### src/rtl/mac_stream_dot.sv
// mac_stream_dot: streaming signed dot-product engine.
// Operand pairs arrive over a valid/ready handshake and pass through a
// two-stage multiply/accumulate pipeline. One rounded, saturated result is
// returned per vector over a second valid/ready handshake.
module mac_stream_dot #(
    parameter int DATA_W  = 8,
    parameter int ACC_W   = 24,
    parameter int OUT_W   = 8,
    parameter int MAX_LEN = 256,
    parameter int LEN_W   = $clog2(MAX_LEN + 1),
    parameter int SH_W    = $clog2(ACC_W)
) (
    input  logic                     clk,
    input  logic                     reset,
    input  logic                     start,
    input  logic [LEN_W-1:0]         vec_len,
    input  logic [SH_W-1:0]          shift,
    input  logic                     in_valid,
    output logic                     in_ready,
    input  logic signed [DATA_W-1:0] in_a,
    input  logic signed [DATA_W-1:0] in_b,
    output logic                     out_valid,
    input  logic                     out_ready,
    output logic signed [OUT_W-1:0]  out_data,
    output logic signed [ACC_W-1:0]  out_acc,
    output logic                     out_sat,
    output logic                     busy
);

    localparam logic [1:0] S_IDLE   = 2'd0;
    localparam logic [1:0] S_ACCUM  = 2'd1;
    localparam logic [1:0] S_DRAIN  = 2'd2;
    localparam logic [1:0] S_RESULT = 2'd3;

    localparam logic [LEN_W-1:0]     MAX_LEN_L  = LEN_W'(MAX_LEN);
    localparam logic signed [ACC_W:0] ROUND_ONE = (ACC_W + 1)'(1);
    localparam logic signed [ACC_W:0] SAT_MAX   = (ACC_W + 1)'(2 ** (OUT_W - 1) - 1);
    localparam logic signed [ACC_W:0] SAT_MIN   = (ACC_W + 1)'(-(2 ** (OUT_W - 1)));

    // Control state
    logic [1:0]       r_state;
    logic [LEN_W-1:0] r_len;
    logic [SH_W-1:0]  r_shift;
    logic [LEN_W-1:0] r_cnt;

    // Pipeline state
    logic signed [2*DATA_W-1:0] r_prod;
    logic                       r_prod_vld;
    logic signed [ACC_W-1:0]    r_acc;

    // Result registers
    logic signed [OUT_W-1:0] r_out_data;
    logic signed [ACC_W-1:0] r_out_acc;
    logic                    r_out_sat;

    // Combinational nets
    logic                       w_start_ok;
    logic                       w_beat;
    logic                       w_last_beat;
    logic signed [2*DATA_W-1:0] w_prod;
    logic signed [ACC_W-1:0]    w_prod_ext;
    logic signed [ACC_W-1:0]    w_final;
    logic signed [ACC_W:0]      w_half;
    logic signed [ACC_W:0]      w_round_sum;
    logic signed [ACC_W:0]      w_round;
    logic signed [OUT_W-1:0]    w_sat_data;
    logic                       w_sat;

    // A start is honoured only from IDLE and only for a legal length.
    assign w_start_ok  = (r_state == S_IDLE) && start &&
                         (vec_len != '0) && (vec_len <= MAX_LEN_L);
    assign in_ready    = (r_state == S_ACCUM) && (r_cnt < r_len);
    assign w_beat      = in_valid && in_ready;
    assign w_last_beat = (r_cnt + LEN_W'(1)) == r_len;

    // Both operands are signed, so they are sign-extended to the product width.
    assign w_prod     = in_a * in_b;
    assign w_prod_ext = ACC_W'(r_prod);
    // Accumulator plus whatever product is still in flight in stage 1.
    assign w_final    = r_acc + (r_prod_vld ? w_prod_ext : '0);

    assign out_valid = (r_state == S_RESULT);
    assign busy      = (r_state != S_IDLE);
    assign out_data  = r_out_data;
    assign out_acc   = r_out_acc;
    assign out_sat   = r_out_sat;

    // Round-half-up with an arithmetic shift, then clip to the output range.
    // NOTE: every signal written here gets a default first, so no latch is inferred.
    always_comb begin
        w_half = '0;
        if (r_shift != '0) begin
            w_half = ROUND_ONE << (r_shift - SH_W'(1));
        end
        // One extra bit of headroom keeps the rounding add from overflowing.
        w_round_sum = (ACC_W + 1)'(w_final) + w_half;
        w_round     = w_round_sum >>> r_shift;

        w_sat      = 1'b0;
        w_sat_data = w_round[OUT_W-1:0];
        if (w_round > SAT_MAX) begin
            w_sat      = 1'b1;
            w_sat_data = SAT_MAX[OUT_W-1:0];
        end else if (w_round < SAT_MIN) begin
            w_sat      = 1'b1;
            w_sat_data = SAT_MIN[OUT_W-1:0];
        end
    end

    // Vector sequencing: IDLE -> ACCUM -> DRAIN -> RESULT -> IDLE.
    // NOTE: sequential state uses non-blocking assignments so every register
    // samples pre-edge values regardless of statement order.
    always_ff @(posedge clk) begin
        if (reset) begin
            r_state <= S_IDLE;
            r_len   <= '0;
            r_shift <= '0;
            r_cnt   <= '0;
        end else begin
            case (r_state)
                S_IDLE: begin
                    if (w_start_ok) begin
                        r_len   <= vec_len;
                        r_shift <= shift;
                        r_cnt   <= '0;
                        r_state <= S_ACCUM;
                    end
                end
                S_ACCUM: begin
                    if (w_beat) begin
                        r_cnt <= r_cnt + LEN_W'(1);
                        if (w_last_beat) begin
                            r_state <= S_DRAIN;
                        end
                    end
                end
                S_DRAIN: begin
                    r_state <= S_RESULT;
                end
                S_RESULT: begin
                    if (out_ready) begin
                        r_state <= S_IDLE;
                    end
                end
                default: begin
                    r_state <= S_IDLE;
                end
            endcase
        end
    end

    // Stage 1 registers each accepted product; stage 2 folds it into the accumulator.
    always_ff @(posedge clk) begin
        if (reset) begin
            r_prod     <= '0;
            r_prod_vld <= 1'b0;
            r_acc      <= '0;
        end else if (w_start_ok) begin
            r_prod_vld <= 1'b0;
            r_acc      <= '0;
        end else begin
            if (w_beat) begin
                r_prod <= w_prod;
            end
            r_prod_vld <= w_beat;
            if (r_prod_vld) begin
                r_acc <= w_final;
            end
        end
    end

    // Capture the final sum and its rounded, saturated form during DRAIN.
    always_ff @(posedge clk) begin
        if (reset) begin
            r_out_data <= '0;
            r_out_acc  <= '0;
            r_out_sat  <= 1'b0;
        end else if (r_state == S_DRAIN) begin
            r_out_data <= w_sat_data;
            r_out_acc  <= w_final;
            r_out_sat  <= w_sat;
        end
    end

endmodule

### config.mk
export PLATFORM = sky130hd
export DESIGN_NAME = mac_stream_dot
export DESIGN_NICKNAME = d
export VERILOG_FILES = /design/src/rtl/mac_stream_dot.sv
export SDC_FILE = /design/constraint.sdc
export NUM_CORES = 1
export LEC_CHECK = 0
export BUFFER_PORTS_ARGS = -buffer_cell sky130_fd_sc_hd__buf_2
export CAP_MARGIN = 20
export CORE_MARGIN = 2
export CORE_UTILIZATION = 57
export DETAILED_ROUTE_END_ITERATION = 10
export PLACE_DENSITY_LB_ADDON = 0.3
export SETUP_SLACK_MARGIN = 0.02
export SKIP_CTS_REPAIR_TIMING = 1
export SYNTH_ARGS = -nofsm -noshare
export SYNTH_HDL_FRONTEND = slang
export SYNTH_SLANG_ARGS = --single-unit
### constraint.sdc
create_clock -name clk -period 9.4 [get_ports clk]
set_clock_uncertainty 0.15 [all_clocks]
set_input_delay 0.47 -clock clk [delete_from_list [all_inputs] [get_ports clk]]
set_output_delay 0.47 -clock clk [all_outputs]
set_load 0.03 [all_outputs]
; Yosys cells after proc, flatten, opt, wreduce, memory -nomap -nowiden
; Index checks and enable logic that the tools add are counted.
[word_totals]
regBits = 99
in_bits = 35
output_inout_bits = 36
word_cells = 59
[op_classes]
addsub = 4
mul = 1
magnitude_cmp = 4
n_eq_ne = 8
shifts = 2
n_mux = 14
n_bitwise = 1
n_reduce_logical = 15
[op_table]
columns = cell, count
row1 = $add A24 B25 Y25, 1
row2 = $gt A25 B8 Y1 const B, 1
row3 = $lt A25 B8 Y1 const B, 1
row4 = $mux W25, 1
row5 = $shl A1 B5 Y25 const A, 1
row6 = $sshr A25 B5 Y25, 1
row7 = $add A24 B24 Y24, 1
row8 = $mux W24, 1
row9 = $mux W9, 2
row10 = $pmux W9 S2, 1
row11 = $mul A8 B8 Y16, 1
row12 = $mux W8, 2
row13 = $add A9 B1 Y9 const B, 1
row14 = $eq A9 B9 Y1, 1
row15 = $le A9 B9 Y1 const B, 1
row16 = $lt A9 B9 Y1, 1
row17 = $reduce_bool A9 Y1, 1
row18 = $mux W2, 4
row19 = $pmux W2 S4, 1
row20 = $ne A2 B2 Y1 const B, 3
row21 = $logic_and A1 B1 Y1, 5
row22 = $reduce_bool A5 Y1, 1
row23 = $sub A5 B1 Y5 const B, 1
row24 = $eq A2 B2 Y1 const B, 2
row25 = other kinds (10), 13

; Logic depth before layout (Yosys ltp)
[depth]
word_depth = 8
depth_mapped = 34

; Worst setup path before layout
; OpenSTA, ideal clock, no wires.
[synth_path]
path_kind = reg2reg
from = reg r_prod_vld
to = reg r_out_data[0] (netlist: out_data[0])
setup_time_ps = 144
arrival_ps = 6945
t_required_ps = 9106
path_slack_ps = 2160
path_stages_with_launch = 34
n_path_buf = 3
synth_period_minus_slack_ps = 7240
path_cell_list = dfxtp_1 -> buf_2 -> clkbuf_1 -> and2_1 -> ha_1 -> inv_1 -> fa_1 -> nor2b_1 -> o21ai_0 -> a21boi_0 -> o21ai_0 -> a21boi_0 -> o21a_1 -> o21ai_0 -> a21oi_1 -> o21ai_0 -> a211oi_1 -> o21ai_0 -> and2_1 -> ha_1 -> clkbuf_1 -> nand2_1 -> nor3_1 -> nand2_1 -> a31oi_4 -> mux2_1 -> a211o_4 -> xnor2_4 -> mux2_4 -> or4b_1 -> nor4_1 -> a41oi_1 -> o41ai_4 -> a211oi_1
[synth_via]
elab_chain_len = 7
word_cells_on_any_way = 8
[synth_rtl]
columns = item, line_no
row1 = "start, declared", 48  ; logic r_prod_vld;
row2 = "start signal, assigned", 165  ; r_prod_vld <= w_beat;
row3 = $mux W24 *, 80  ; assign w_final = r_acc + (r_prod_vld ? w_prod_ext : '0);
row4 = $add A24 B24 Y24 *, 80
row5 = named net w_final[22], 62  ; logic signed [ACC_W-1:0] w_final;
row6 = $add A24 B25 Y25 *, 96  ; w_round_sum = (ACC_W + 1)'(w_final) + w_half;
row7 = $sshr A25 B5 Y25 *, 97  ; w_round = w_round_sum >>> r_shift;
row8 = $lt A25 B8 Y1, 104  ; end else if (w_round < SAT_MIN) begin
row9 = $mux W8, 104
row10 = $mux W8 *, 101  ; if (w_round > SAT_MAX) begin
row11 = "end signal, assigned", 179  ; r_out_data <= w_sat_data;
row12 = "end, declared", 52  ; logic signed [OUT_W-1:0] r_out_data;
; The timed path passes the listed nets; every way through them passes the cells marked *.
; A chain may end at the register's enable or synchronous reset.

; Final worst setup path
[layout_path]
from = reg r_prod_vld
to = reg r_out_sat (netlist: out_sat)
[layout_via]
elab_chain_len = 7
word_cells_on_any_way = 8
[layout_rtl]
columns = item, line_no
row1 = $mux W24 *, 80
row2 = $add A24 B24 Y24 *, 80
row3 = named net w_final[20], 62
row4 = $add A24 B25 Y25 *, 96
row5 = $sshr A25 B5 Y25 *, 97
row6 = $lt A25 B8 Y1, 104
row7 = $mux W1, 104
row8 = $mux W1 *, 101
row9 = "end signal, assigned", 181  ; r_out_sat <= w_sat;
row10 = "end, declared", 54  ; logic r_out_sat;
; Marks and branches as above.

==> results.toml <==
[logic_synthesis]
avgSynthCellArea_um2 = 8.09
netlist_top_cells_count = "173 x nor2_1, 108 x nand2_1, 100 x inv_1"
synth_edf_count = 0
synthesis.area_um2 = 11200
ys_warn_count = 0
ys_seq_area_frac = 0.177
synth.area.top_cells = "dfxtp_1 18%, fa_1 10%, ha_1 10%, mux2i_1 7.3%, nor2_1 5.8%"
synthCells = 1381
synth_top_cell_area_share = 0.177
synth_cell_types = 98
ys.flop_type = "dfxtp_1"
ys_seq_elements = 99
syn_nets = 1563
synthArstFlopShare = 0
synth_most_common_cell = "nor2_1"
synth_area_leader_cell = "dfxtp_1"

[grt]
grt_overflow_total = 0
grt_pass1_wl_um = 46500
grt_usage = 0.278
grt_pass1_vias = 9398
antenna_found_initial = 1
grt_max_degree = 77

[finish]
final_util = 0.610
diodes = 0
nets = 1586
multi_input_area_um2 = 8370
fin_cells = 1672
drive_gt1_frac = 0.0981
regArea_um2 = 1980
area_delta_synth_final_pct = 5.59
fill_cells = 1752

[routing]
drt_pass1_iterations = 7
drc_errors = 0
wl_per_cell_um = 16.6
via_per_inst = 5.98
drt_iter0_drc = 781
postRouteAntennaNets = 0
dr_total_vias = 10000
wl_um = 27700

[critical_path]
cpLargestDelayFamily = "compound AO/OA/AOI/OAI gates"
cp_data_arrival_time_ps = 8280
path_max_fanout = 27
start_kind = "flop"
slowest_stage = "dfxtp_2"
endpoint_kind = "flop"
path_buf_inv = 1
crit_required_ps = 9450
cpPeakStageDelay_ps = 650
critPathKind = "flop to flop"
cpMostUsedCell = "o21ai_0"

[floorplanning]
io_pins = 71
num_rows = 51
fp.coreArea_um2 = 19300
dieHeight_um = 144
die_x_um = 144
die_area_um2 = 20700
initial_utilization = 0.578

[cts]
cts_tree = "built"
clk_latency_ps = 350
clk_pin_slew_ps = 70
cts_buffers = 9
clock_path_buffers = 2
cts_sinks = 99
htree_levels = 3
clockRootBuffer = "clkbuf_16"

[timing]
post-route-period-util = 0.876
min_period_ps = 8240
hold_viol = 0
max_slew_margin = 0.332
final_max_slew_viol_count = 0
clock.fmax_mhz = 121
setup_viol = 0
rsz0062_at_grt = "no"
tightest_slew_ps = 1000
setup_tns_ps = 0

[power]
p_switching_mw = 0.740
p_leak_nw = 5.38
powerDensity_nw_per_um2 = 152
p_seq_frac = 0.269
intPower_mw = 1.05
combPwrFrac = 0.523
peakVddDrop_uv = 168
p_clk_frac = 0.208
power.share.switching = 0.413

[hold_path]
min_path_type = "input pin to flop"

[job]
drv_cap = 0

[run_status]
status = "completed"

[placed_design]
port_buffers = 70
gp_congestion = 0.939
hpwl_um = 21500
numPlacedInstances = 1658
[per-stage QoR]
stage	instance area, um^2	hold slack, ps	total power, mW	setup slack (ps)
finish	11800	220	1.79	1160
global route	11800	218	1.94	349
CTS	11800	212	1.80	1290
detailed placement	11500	309	1.42	1330
floorplan	11200	297	1.24	2160
global placement	11500	303	1.41	1470
[placed cells by master, fill, tap and decap left out, types with 5 or more instances in the layout]
master	synthesis	routed
nor2_1	173	173
nand2_1	108	108
inv_1	100	100
dfxtp_1	99	98
ha_1	90	89
a21oi_1	86	86
mux2i_1	81	81
buf_2	4	70
and2_1	64	64
fa_1	57	57
xnor2_1	45	45
o21ai_0	41	41
nor3_1	32	32
nand3_1	26	26
a211oi_1	23	23
or3_1	23	23
xor2_1	19	19
nand2b_1	19	19
o21a_1	18	18
o211ai_1	16	16
a21o_1	15	15
nand4_1	11	11
buf_4	0	11
nor2b_1	9	9
o31ai_1	9	9
o21bai_1	9	9
clkbuf_16	0	9
a31oi_1	7	7
nor4_1	7	7
mux2_2	6	6
o22ai_1	6	6
or2_2	5	5
a211o_1	5	5
a221o_1	5	5
[power groups by stage]
stage / registers [mW] / logic (mW) / clock network [mW]
after floorplan: 0.510 / 0.725 / 0
after global placement: 0.490 / 0.919 / 0
after detailed placement: 0.490 / 0.935 / 0
after CTS: 0.481 / 0.941 / 0.376
after global routing: 0.486 / 1.06 / 0.395
final: 0.482 / 0.936 / 0.373
[per-layer routing]
layer  wire length (um)  part of all wire  GRT usage
met1              12800              0.46      0.388
met4                559             0.020     0.0702
met3               1890             0.068     0.0464
met5                  0                 0          0
met2              12500              0.45      0.450
[worst reg2reg max path: cells and delay by family (launching register included)]
kind | cells | cell delay [ps]
xor gates and xnor gates | 1 | 230
buffers and inverters | 1 | 70
DFF | 1 | 650
muxes | 2 | 690
and+or+nand+nor | 8 | 1880
adders and majority gates | 3 | 1090
AOI/OAI and AO/OA | 15 | 3300
[worst paths after layout]
kind / from / depth (start not counted) / slack [ps] / endpoint
worst min-delay path: vec_len[4] / 3 / 220 / r_len[4]
worst min register to register: out_data[7] / 2 / 310 / out_data[7]
worst max-delay path: r_prod_vld / 30 / 1160 / out_sat
worst max register to register: r_prod_vld / 30 / 1160 / out_sat
[area by class of cell]
cell class              instances  area share
multi-input cells            1110       0.710
flip-flops and latches         99       0.168
repair buffers                 81      0.0367
clock buffers                   9      0.0191
clock inverters                 5     0.00520
well taps                     265      0.0281
inverters                     103      0.0328
[registers in the layout (all words and copies together), names as in the netlist]
signal / count
out_acc: 24
r_acc: 24
r_state: 2
r_prod_vld: 1
r_prod: 16
out_sat: 1
out_data: 8
r_cnt: 9
r_len: 9
r_shift: 5
[cell families (layout without fill, tap and decap cells)]
family                     after synthesis  in the layout  share of synthesized area
and+or+nand+nor                        504            504                      0.218
AOI/OAI and AO/OA                      300            300                      0.186
buffers and inverters                  172            198                     0.0731
adders and majority gates              147            147                      0.203
DFF                                     99             99                      0.177
muxes                                   93             93                     0.0884
xor gates and xnor gates                66             66                     0.0541
No activity file was read; power rests on OpenSTA's default activity.
